$ cat src/rtl/sdf_stage_ctrl.sv
// sdf_stage_ctrl: controller for one single-delay-feedback FFT stage.
// It sequences the delay lane through fill, butterfly run and drain, and
// decodes the butterfly phase and twiddle address from the in-frame sample
// counter.
// Optional build macro: SDF_CTRL_FRAME_CNT_EN adds a 16-bit frame_cnt output
// that counts completed frames.
module sdf_stage_ctrl #(
  parameter int unsigned DELAY_LEN = 8,
  parameter int unsigned CW        = $clog2(DELAY_LEN)
) (
  input  logic          clk,
  input  logic          rst,
  input  logic          in_valid,
  input  logic          flush,
  output logic          in_ready,
  output logic          dl_en,
  output logic          bf_sel,
  output logic          zero_sel,
  output logic [CW-1:0] tw_addr,
  output logic          out_valid,
  output logic          frame_done,
  output logic          busy
`ifdef SDF_CTRL_FRAME_CNT_EN
  ,
  output logic [15:0]   frame_cnt
`endif
);

  // Sample counter spans one frame (2*DELAY_LEN); phase counters span half.
  localparam int unsigned CNTW      = CW + 1;
  localparam int unsigned LW        = (DELAY_LEN > 2) ? $clog2(DELAY_LEN) : 1;
  localparam int unsigned FRAME_LEN = 2 * DELAY_LEN;

  typedef enum logic [1:0] {
    S_IDLE  = 2'd0,
    S_FILL  = 2'd1,
    S_RUN   = 2'd2,
    S_FLUSH = 2'd3
  } state_e;

  state_e          state_q, state_d;
  logic [CNTW-1:0] cnt_q,   cnt_d;
  logic [LW-1:0]   fill_q,  fill_d;
  logic [LW-1:0]   fcnt_q,  fcnt_d;

  logic            accept;
  logic            flushing;
  logic            last_in_frame;

  // Handshake, lane enable and phase decode; everything is forced low in reset.
  always_comb begin
    flushing      = !rst && (state_q == S_FLUSH);
    in_ready      = !rst && (state_q != S_FLUSH);
    accept        = in_valid && in_ready;
    dl_en         = accept || flushing;
    last_in_frame = (cnt_q == CNTW'(FRAME_LEN - 1));
    bf_sel        = !rst && (cnt_q >= CNTW'(DELAY_LEN));
    tw_addr       = rst ? '0 : cnt_q[CW-1:0];
    zero_sel      = flushing;
    out_valid     = dl_en && ((state_q == S_RUN) || (state_q == S_FLUSH));
    frame_done    = dl_en && last_in_frame;
    busy          = !rst && (state_q != S_IDLE);
  end

  // Next-state and counter update; counters only move on lane-enable cycles.
  always_comb begin
    state_d = state_q;
    cnt_d   = cnt_q;
    fill_d  = fill_q;
    fcnt_d  = fcnt_q;

    if (dl_en) begin
      cnt_d = last_in_frame ? '0 : cnt_q + CNTW'(1);
    end

    unique case (state_q)
      S_IDLE: begin
        // First accepted sample is fill sample 1.
        if (accept) begin
          state_d = S_FILL;
          fill_d  = LW'(1);
        end
      end
      S_FILL: begin
        if (accept) begin
          if (fill_q == LW'(DELAY_LEN - 1)) begin
            state_d = S_RUN;
            fill_d  = '0;
          end else begin
            fill_d = fill_q + LW'(1);
          end
        end
      end
      S_RUN: begin
        // A coincident sample is still taken this cycle via accept above.
        if (flush) begin
          state_d = S_FLUSH;
          fcnt_d  = '0;
        end
      end
      S_FLUSH: begin
        if (fcnt_q == LW'(DELAY_LEN - 1)) begin
          state_d = S_IDLE;
          cnt_d   = '0;
          fcnt_d  = '0;
        end else begin
          fcnt_d = fcnt_q + LW'(1);
        end
      end
      default: state_d = S_IDLE;
    endcase
  end

  // State and counter registers with synchronous reset.
  always_ff @(posedge clk) begin
    if (rst) begin
      state_q <= S_IDLE;
      cnt_q   <= '0;
      fill_q  <= '0;
      fcnt_q  <= '0;
    end else begin
      state_q <= state_d;
      cnt_q   <= cnt_d;
      fill_q  <= fill_d;
      fcnt_q  <= fcnt_d;
    end
  end

`ifdef SDF_CTRL_FRAME_CNT_EN
  logic [15:0] frame_cnt_q;

  // Completed-frame counter; wraps naturally at 16 bits and survives a drain.
  always_ff @(posedge clk) begin
    if (rst) begin
      frame_cnt_q <= '0;
    end else if (frame_done) begin
      frame_cnt_q <= frame_cnt_q + 16'd1;
    end
  end

  assign frame_cnt = frame_cnt_q;
`endif

endmodule

$ cat config.mk
export PLATFORM = sky130hd
export DESIGN_NAME = sdf_stage_ctrl
export DESIGN_NICKNAME = d
export VERILOG_FILES = /design/src/rtl/sdf_stage_ctrl.sv
export SDC_FILE = /design/constraint.sdc
export NUM_CORES = 1
export LEC_CHECK = 0
export CAP_MARGIN = 20
export CORE_MARGIN = 4
export CORE_UTILIZATION = 35
export CTS_BUF_LIST = sky130_fd_sc_hd__clkbuf_8
export CTS_CLUSTER_DIAMETER = 80
export CTS_CLUSTER_SIZE = 28
export DETAILED_ROUTE_END_ITERATION = 8
export DONT_BUFFER_PORTS = 1
export PLACE_DENSITY = 0.54
export SETUP_SLACK_MARGIN = 0.4
export SLEW_MARGIN = 10
export SYNTH_ARGS = -nofsm -noshare
export SYNTH_HDL_FRONTEND = slang
export SYNTH_SLANG_ARGS = --single-unit
$ cat constraint.sdc
create_clock -name clk -period 2.19 [get_ports clk]
set_clock_uncertainty 0.1 [all_clocks]
set_input_delay 0.3285 -clock clk [delete_from_list [all_inputs] [get_ports clk]]
set_output_delay 0.3285 -clock clk [all_outputs]
set_load 0.01 [all_outputs]
==> impl_metrics.env, run 1 <==
export IMPL_critPathKind="flop to primary output"
export IMPL_drc=0
export IMPL_synthFlopType="dfxtp_1"
export IMPL_routed_wirelength_um=1400
export IMPL_finalSetupTns_ns=0
export IMPL_worst_slew_pin_slew_ns=0.318
export IMPL_synth_fp_nets=105
export IMPL_viasPerCell=4.97
export IMPL_cp_slowest_cell="dfxtp_2"
export IMPL_cts_setup_buffers=0
export IMPL_timing_fmax_mhz=592
export IMPL_cap_violations=0
export IMPL_dieHeight_um=55.9
export IMPL_syn_area_per_cell_sq_um=9.01
export IMPL_power_total_mw=0.787
export IMPL_worstRegToRegCells=6
export IMPL_synthXorXnorAreaFrac=0.0109
export IMPL_ys_types=28
export IMPL_worstSetupEndpointType="primary output"
export IMPL_period_share=0.771
export IMPL_io_buffer_count=0
export IMPL_setup_worst_path_start="state_q[1]"
export IMPL_yosys_area_share_simple=0.248
export IMPL_seq_area_frac_synth=0.300
export IMPL_hold_viol_final=0
export IMPL_cts_tree="yes"
export IMPL_h_tree_depth=1
export IMPL_clock_latency_ns=0.24
export IMPL_synth_edf_count=0
export IMPL_dp_slack_ns=0.492
export IMPL_boundaryPins=14
export IMPL_min_period_ns=1.69
export IMPL_yosys_area_top_type_share=0.300
export IMPL_worst_slack_ns=0.502
export IMPL_die_x_um=55.9
export IMPL_drt_initial_drc_count=13
export IMPL_layout_cells_non_filler=119
export IMPL_netlist_top_cells_area="dfxtp_1, ha_1, nor2_1, a32oi_1, inv_1"
export IMPL_synthCells=89
export IMPL_place_inst=115
export IMPL_slew_headroom=0.786
export IMPL_status="finished clean"
export IMPL_synth_seq_cells=12
export IMPL_place_congestion=0.706
export IMPL_grt_pass1_vias=539
export IMPL_cts_root_buf="clkbuf_8"
export IMPL_fill_cells=219
export IMPL_numCtsBuffers=3
export IMPL_grt_pass1_wl_um=2450
export IMPL_dr_pass1_iters=4
export IMPL_min_path_type="primary input to flop"
export IMPL_synth_compound_area_frac=0.183
export IMPL_cp_data_arrival_time_ns=1.26
export IMPL_rows=17
export IMPL_clkSlewWorstSetupHoldPaths_ns=0.06
export IMPL_overflow=0
export IMPL_route_antenna_remaining_nets=0
export IMPL_yosys_warnings=0
export IMPL_peakVddDrop_v=0.000581
export IMPL_grtUsageTotal=0.0984
export IMPL_final_layout_size_suffix_gt1_frac=0.165
export IMPL_path_max_fanout=8
export IMPL_rrSetupSlack_ns=0.62
export IMPL_synth_top_family_by_area="simple AND/OR/NAND/NOR gates"
export IMPL_path_cells="ha_4 > nor2b_4 > o21ai_4 > nor2_1"
export IMPL_insertedDiodeCount=0
export IMPL_setup_viol=0
export IMPL_required_ns=1.76
export IMPL_leakagePower_nw=0.373
export IMPL_power_density_nw_per_um2=873
export IMPL_die_area_sq_um=3120
export IMPL_clk_path_buf_depth=2
export IMPL_worstReg2RegStart="state_q[1]"
export IMPL_reg2reg_to="state_q[1]"
export IMPL_start_kind="flop"
export IMPL_rsz0062_at_grt="false"
export IMPL_crit_end="frame_done"
export IMPL_start_util=0.366
export IMPL_slew_viol_final=0
export IMPL_dp_hpwl_um=1120
export IMPL_ys_async_sr_fraction=0
export IMPL_cpPeakStageDelay_ns=0.38
export IMPL_cts_sinks=12
export IMPL_wl_per_cell_um=11.8
export IMPL_grt_max_degree=18
export IMPL_post_route_util=0.411
export IMPL_nNetsFinal=108
export IMPL_areaGrowthSynthToFinish_pct=12.3
export IMPL_num_vias=591
export IMPL_antenna_found_initial=0
export IMPL_coreArea_sq_um=2190
export IMPL_syn_cell_area_sq_um=802
export IMPL_ctsHoldBuffers=0
export IMPL_yosysTopAreaCell="dfxtp_1"
export IMPL_synthMuxAreaShare=0.0250
export IMPL_yosys_area_share_adder=0.187
cell usage in the layout (no fill, tap or decap), types with 2 or more instances in the layout:
| master | count |
|---|---|
| nand2b_1 | 2 |
| clkbuf_8 | 4 |
| inv_1 | 7 |
| nor2_1 | 17 |
| ha_1 | 10 |
| a32oi_1 | 4 |
| o21ai_0 | 3 |
| dfxtp_2 | 2 |
| nand2_1 | 5 |
| nor2b_1 | 3 |
| a21oi_1 | 4 |
| mux2i_1 | 2 |
| dfxtp_1 | 10 |
area by class of cell:
| class | count | area, sq um | area share |
|---|---|---|---|
| Multi-Input combinational cell | 68 | 542 | 0.601 |
| Sequential cell | 12 | 243 | 0.269 |
| Clock buffer | 4 | 55.1 | 0.0611 |
| Tap cell | 28 | 35.0 | 0.0389 |
| Inverter | 7 | 26.3 | 0.0292 |
where the power goes:
part	internal, mW	leakage, nW	switching (mW)	total [mW]
combinational	0.114	0.246	0.155	0.269
clock	0.159	0.0288	0.0842	0.243
sequential	0.246	0.0981	0.0297	0.275
total	0.518	0.373	0.269	0.787
registers in the layout, summed over array words and instances (netlist names):
| name | count |
|---|---|
| fill_q | 3 |
| state_q | 2 |
| fcnt_q | 3 |
| cnt_q | 4 |
synth_stat cells (all sizes together), types with 2 or more instances:
master  count
mux2i       2
o21ai       4
a21oi       4
nand2b      3
dfxtp      12
nor2b       4
nand2       5
ha         12
a32oi       4
inv         7
nor2       17
per-stage QoR:
| step | hold slack, ns | cell area (sq um) |
|---|---|---|
| 6_report | 0.0369 | 901 |
| 3_3_place_gp | 0.305 | 826 |
| 3_5_place_dp | 0.301 | 826 |
| 2_1_floorplan | 0.336 | 802 |
| 5_1_grt | 0.0268 | 901 |
| 4_1_cts | 0.0389 | 896 |
worst max-delay path, delay by kind of cell (launching register included):
kind	cells	cell delay (ns)
AO/OA/AOI/OAI	1	0.23
flip-flops	1	0.38
AND/OR/NAND/NOR	2	0.19
adder cells (fa/ha/maj)	1	0.21
worst min path at each step:
stage | end | start | slack (ns) | cells after the start
finish | state_q[0] | rst | 0.04 | 1
global route | state_q[0] | rst | 0.03 | 1
floorplan | fill_q[1] | fill_q[1] | 0.34 | 2
global placement | fill_q[1] | rst | 0.31 | 1
CTS | state_q[0] | rst | 0.04 | 1
detailed placement | state_q[0] | rst | 0.30 | 1
layer usage:
layer	track usage	wire, um
met1	0.122	680
met2	0.150	630
met3	0.0255	50
met4	0.0610	41
met5	0	0
what timing repair did:
| item | 4_1_cts | 5_1_grt |
|---|---|---|
| endpoints found under the setup margin | 3 | 8 |
| hold endpoints to repair | 0 | 0 |
| gates resized for setup | 3 | 3 |
cell families after synthesis:
family,after synthesis
AO/OA/AOI/OAI,17
XOR/XNOR,1
adder cells (fa/ha/maj),12
buffers and inverters,9
flip-flops,12
multiplexers,2
AND/OR/NAND/NOR,36
(Power assumes the default switching activity.)
==> run 2, diff against run 1 <==
- clock period: 2.19 -> 1.6 ns (I/O delays scaled with it)
==> run 2 against run 1 <==
Effect of this change: the flow now finishes with violations (hold timing); largest power group is now combinational cells; worst setup slack worse by 0.45 ns; count of clock-buffer cells in the layout unchanged; final area up 29%; highest routed layer unchanged; via count up 9.5%; wire length up 25%; sequential power up 44%; flip-flop and latch count unchanged; sequential share of layout area down 5.2 points; first-iteration DRC count down 7.7%; clock power up 36%; cell count up 9.2%.
==> impl_metrics.env, run 2 (synthesis results as in run 1) <==
export IMPL_status="complete, but fails checks"
export IMPL_failed_checks="hold timing"
export IMPL_antenna_found_initial=0
export IMPL_grtUsageTotal=0.113
export IMPL_crit_end="cnt_q[3]"
export IMPL_numCtsBuffers=3
export IMPL_slew_viol_final=0
export IMPL_dp_hpwl_um=1140
export IMPL_final_cell_mix="nor2_1, buf_4, ha_1"
export IMPL_clkSlewWorstSetupHoldPaths_ns=0.05
export IMPL_reg_largest_list="cnt_q x4, fcnt_q x3, fill_q x3"
export IMPL_insertedDiodeCount=0
export IMPL_h_tree_depth=1
export IMPL_nNetsFinal=119
export IMPL_setup_worst_path_start="state_q[1]"
export IMPL_leakagePower_nw=0.452
export IMPL_timing_fmax_mhz=645
export IMPL_grt_pass1_wl_um=2770
export IMPL_required_ns=1.68
export IMPL_grt_pass1_vias=646
export IMPL_rsz0062_at_grt="true"
export IMPL_cp_slowest_cell="dfxtp_4"
export IMPL_regMostFlops="cnt_q"
export IMPL_setup_viol=0
export IMPL_cts_sinks=12
export IMPL_place_congestion=0.748
export IMPL_holdWs_ns=-0.0466
export IMPL_p_comb_frac=0.479
export IMPL_p_int_mw=0.895
export IMPL_wl_per_cell_um=13.5
export IMPL_power_density_nw_per_um2=1200
export IMPL_placed_cell_area_sq_um=883
export IMPL_grt_max_degree=18
export IMPL_final_layout_size_suffix_gt1_frac=0.529
export IMPL_io_buffer_count=0
export IMPL_clock_latency_ns=0.24
export IMPL_cp_data_arrival_time_ns=1.63
export IMPL_cts_tree="yes"
export IMPL_num_vias=647
export IMPL_period_share=0.970
export IMPL_power_frac_seq=0.285
export IMPL_worstReg2RegStart="state_q[1]"
export IMPL_route_antenna_remaining_nets=0
export IMPL_coreArea_sq_um=2190
export IMPL_reg2reg_to="cnt_q[3]"
export IMPL_largest_reg_flops=4
export IMPL_path_max_fanout=5
export IMPL_finalInstanceArea_sq_um=1160
export IMPL_fill_cells=204
export IMPL_swShare=0.358
export IMPL_power_total_mw=1.39
export IMPL_p_switching_mw=0.500
export IMPL_boundaryPins=14
export IMPL_dieHeight_um=55.9
export IMPL_drt_initial_drc_count=12
export IMPL_min_path_type="primary input to flop"
export IMPL_regArea_sq_um=253
export IMPL_overflow=0
export IMPL_final_common_cell="nor2_1"
export IMPL_areaGrowthSynthToFinish_pct=44.6
export IMPL_cpPeakStageDelay_ns=0.37
export IMPL_die_x_um=55.9
export IMPL_drc=0
export IMPL_path_cells="ha_4 > nor2b_4 > o21ai_4 > buf_6 > or3b_1 > a21oi_2"
export IMPL_start_kind="flop"
export IMPL_multi_input_comb_area_sq_um=693
export IMPL_start_util=0.366
export IMPL_p_clk_frac=0.236
export IMPL_slew_headroom=0.852
export IMPL_critPathKind="flop to flop"
export IMPL_rrSetupSlack_ns=0.05
export IMPL_clk_path_buf_depth=2
export IMPL_min_period_ns=1.55
export IMPL_hold_viol_final=8
export IMPL_worstSetupEndpointType="flop"
export IMPL_viasPerCell=4.98
export IMPL_cap_violations=0
export IMPL_dr_pass1_iters=2
export IMPL_die_area_sq_um=3120
export IMPL_routed_wirelength_um=1750
export IMPL_worst_slew_pin_slew_ns=0.220
export IMPL_cts_root_buf="clkbuf_8"
export IMPL_rows=17
export IMPL_peakVddDrop_v=0.000862
export IMPL_worstRegToRegCells=6
## run 2: cell types whose count changed in the layout (fill, tap and decap cells not counted), sizes merged
cell	previous run	this run
buf	0	11
inv	7	6
clkinvlp	0	1
## run 2: what timing repair did
item | 4_1_cts | 5_1_grt
pin swaps | 10 | 10
hold endpoints to repair | 8 | 8
endpoints found under the setup margin | 21 | 21
gates resized for setup | 23 | 16
buffers inserted | 8 | 2
## run 2: layout make-up
type | instances | area share
Multi-Input combinational cell | 68 | 0.598
Sequential cell | 12 | 0.218
Timing Repair Buffer | 11 | 0.0809
Clock buffer | 4 | 0.0475
Tap cell | 28 | 0.0302
Inverter | 7 | 0.0259
## run 2: stage by stage
| step | instances | utilization | TNS (ns) | setup WS, ns |
|---|---|---|---|---|
| finish | 130 | 0.529 | 0 | 0.0486 |
| global route | 130 | 0.529 | -0.0118 | -0.00816 |
| CTS | 128 | 0.488 | 0 | 0.0568 |
| detailed placement | 116 | 0.403 | 0 | 0.0806 |
| global placement | 116 | 0.403 | 0 | 0.0798 |
| floorplan | 89 | - | 0 | 0.170 |
## run 2: critical path, delay by kind of cell (launching register included)
kind            cells  cell delay, ns
fa+ha+maj           1            0.19
flops               1            0.37
simple gates        2            0.49
buf+inv             1            0.13
compound gates      2            0.19
## run 2: worst min-delay path by stage
stage | from | end | slack [ns] | depth (start not counted)
5_1_grt | rst | state_q[0] | -0.05 | 1
2_1_floorplan | fill_q[1] | fill_q[1] | 0.34 | 2
6_report | rst | state_q[0] | -0.05 | 1
3_5_place_dp | rst | state_q[0] | 0.21 | 1
3_3_place_gp | rst | state_q[0] | 0.21 | 1
4_1_cts | rst | state_q[0] | -0.05 | 1
## run 2: layer usage
layer | global-route usage | wire length (um)
met1 | 0.109 | 740
met2 | 0.215 | 930
met3 | 0.0441 | 56
met4 | 0.0407 | 24
met5 | 0 | 0
## run 2: power by group through the flow
stage	registers, mW	logic (mW)	clock network, mW
after floorplan	0.382	0.380	0
after global placement	0.390	0.428	0
after detailed placement	0.391	0.430	0
after CTS	0.386	0.520	0.338
after global routing	0.402	0.729	0.352
final	0.397	0.668	0.330
==> run 3, diff against run 2 <==
- CORE_UTILIZATION: 35 -> 60
- PLACE_DENSITY: 0.54 -> 0.81
==> run 3 against run 2 <==
Effect of this change: the run still ends with hold timing left; global-route usage increased by 7.7 points; count of clock-buffer cells in the layout decreased by 1; first-iteration DRC count shrank 8.3%; worst hold slack better by 0.0016 ns; core utilization up 35 points; non-clock buffer count down 3; clock power shrank 18%; sequential share of layout area is 2.3 points higher; critical path type is now flop to primary output; final area decreased by 10%; combinational power decreased by 19%; die area down 36%; cell count decreased by 14%; critical endpoint is now frame_done.
==> impl_metrics.env, run 3 (synthesis results as in run 1) <==
export IMPL_power_frac_seq=0.327
export IMPL_numCtsBuffers=3
export IMPL_crit_buf_inv=0
export IMPL_p_clk_frac=0.225
export IMPL_p_switching_mw=0.435
export IMPL_final_cell_mix="nor2_1, ha_1, dfxtp_1"
export IMPL_swShare=0.361
export IMPL_overflow=0
export IMPL_reg_largest_list="cnt_q x4, fcnt_q x3, fill_q x3"
export IMPL_drt_initial_drc_count=11
export IMPL_viasPerCell=6.01
export IMPL_cts_tree="yes"
export IMPL_leakagePower_nw=0.417
export IMPL_multi_input_comb_area_sq_um=636
export IMPL_clkSlewWorstSetupHoldPaths_ns=0.05
export IMPL_peakVddDrop_v=0.000893
export IMPL_slew_viol_final=0
export IMPL_status="complete, but fails checks"
export IMPL_dr_pass1_iters=4
export IMPL_path_max_fanout=5
export IMPL_p_int_mw=0.770
export IMPL_regArea_sq_um=251
export IMPL_critPathKind="flop to primary output"
export IMPL_rows=12
export IMPL_nNetsFinal=116
export IMPL_cts_sinks=12
export IMPL_grt_pass1_wl_um=2850
export IMPL_cp_slowest_cell="dfxtp_4"
export IMPL_place_congestion=0.729
export IMPL_grtUsageTotal=0.190
export IMPL_holdWs_ns=-0.0450
export IMPL_antenna_found_initial=0
export IMPL_worstSetupEndpointType="primary output"
export IMPL_coreArea_sq_um=1190
export IMPL_boundaryPins=14
export IMPL_power_density_nw_per_um2=1150
export IMPL_grt_pass1_vias=651
export IMPL_crit_family="flip-flops"
export IMPL_final_layout_size_suffix_gt1_frac=0.439
export IMPL_rrSetupSlack_ns=0.05
export IMPL_dieHeight_um=44.6
export IMPL_cap_violations=0
export IMPL_clock_latency_ns=0.24
export IMPL_required_ns=1.26
export IMPL_insertedDiodeCount=0
export IMPL_areaGrowthSynthToFinish_pct=30.1
export IMPL_final_common_cell="nor2_1"
export IMPL_min_path_type="primary input to flop"
export IMPL_drc=0
export IMPL_h_tree_depth=1
export IMPL_start_util=0.676
export IMPL_clk_path_buf_depth=2
export IMPL_failed_checks="hold timing"
export IMPL_timing_fmax_mhz=644
export IMPL_route_antenna_remaining_nets=0
export IMPL_routed_wirelength_um=1680
export IMPL_cp_data_arrival_time_ns=1.21
export IMPL_grt_max_degree=18
export IMPL_hold_viol_final=8
export IMPL_slew_headroom=0.772
export IMPL_min_period_ns=1.55
export IMPL_largest_reg_flops=4
export IMPL_io_buffer_count=0
export IMPL_worst_slew_pin_slew_ns=0.342
export IMPL_wl_per_cell_um=15.0
export IMPL_path_cells="ha_4 > nor2b_4 > o21ai_4 > nor2_2"
export IMPL_setup_viol=0
export IMPL_post_route_util=0.880
export IMPL_dp_hpwl_um=1100
export IMPL_cts_root_buf="clkbuf_8"
export IMPL_rsz0062_at_grt="true"
export IMPL_fill_cells=63
export IMPL_die_area_sq_um=1990
export IMPL_start_kind="flop"
export IMPL_period_share=0.971
export IMPL_die_x_um=44.6
export IMPL_regMostFlops="cnt_q"
export IMPL_p_comb_frac=0.448
export IMPL_cpPeakStageDelay_ns=0.37
export IMPL_num_vias=673
[run 3: timing repair]
| item | in CTS | in global routing |
|---|---|---|
| setup endpoints to repair | 21 | 22 |
| resized for setup | 15 | 11 |
| pin swaps | 10 | 7 |
| setup buffers | 6 | 2 |
| hold endpoints to repair | 8 | 8 |
[run 3: final timing paths]
path              start          to  depth (start not counted)
max          state_q[1]  frame_done                          4
min                 rst  state_q[0]                          1
max reg2reg  state_q[1]    cnt_q[3]                          6
min reg2reg   fill_q[1]   fill_q[1]                          2
[run 3: area by class of cell]
cell class	instances	area share
repair buffers	8	0.0647
inverters	7	0.0288
well taps	14	0.0168
flip-flops and latches	12	0.241
clock buffers	3	0.0396
multi-input cells	68	0.609
[run 3: power by group through the flow]
stage / Combinational, mW / Sequential, mW / Clock, mW
2_1_floorplan: 0.380 / 0.382 / 0
3_3_place_gp: 0.414 / 0.389 / 0
3_5_place_dp: 0.429 / 0.390 / 0
4_1_cts: 0.480 / 0.386 / 0.280
5_1_grt: 0.588 / 0.401 / 0.291
6_report: 0.539 / 0.394 / 0.271
[run 3: through the flow]
step / power [mW] / TNS (ns) / area [sq um] / instances / setup WS [ns]
2_1_floorplan: 0.762 / 0 / 852 / 89 / 0.170
4_1_cts: 1.15 / 0 / 986 / 110 / 0.0561
6_report: 1.20 / 0 / 1040 / 112 / 0.0464
3_5_place_dp: 0.819 / 0 / 858 / 101 / 0.0811
5_1_grt: 1.28 / -0.0115 / 1040 / 112 / -0.00674
3_3_place_gp: 0.802 / 0 / 858 / 101 / 0.124
[run 3: layer usage]
layer,wire length (um),track usage,up-vias
li1,-,-,330
met1,716,0.244,315
met2,828,0.315,26
met3,112,0.0407,2
met4,19,0.0542,0
met5,0,0,-
[run 3: worst reg2reg max path, cell delays in order (launching register included)]
cell and delay, ns:
dfxtp_4 0.37, ha_4 0.18, nor2b_4 0.14, o21ai_4 0.10, buf_6 0.13, or3b_1 0.35
a21oi_1 0.12
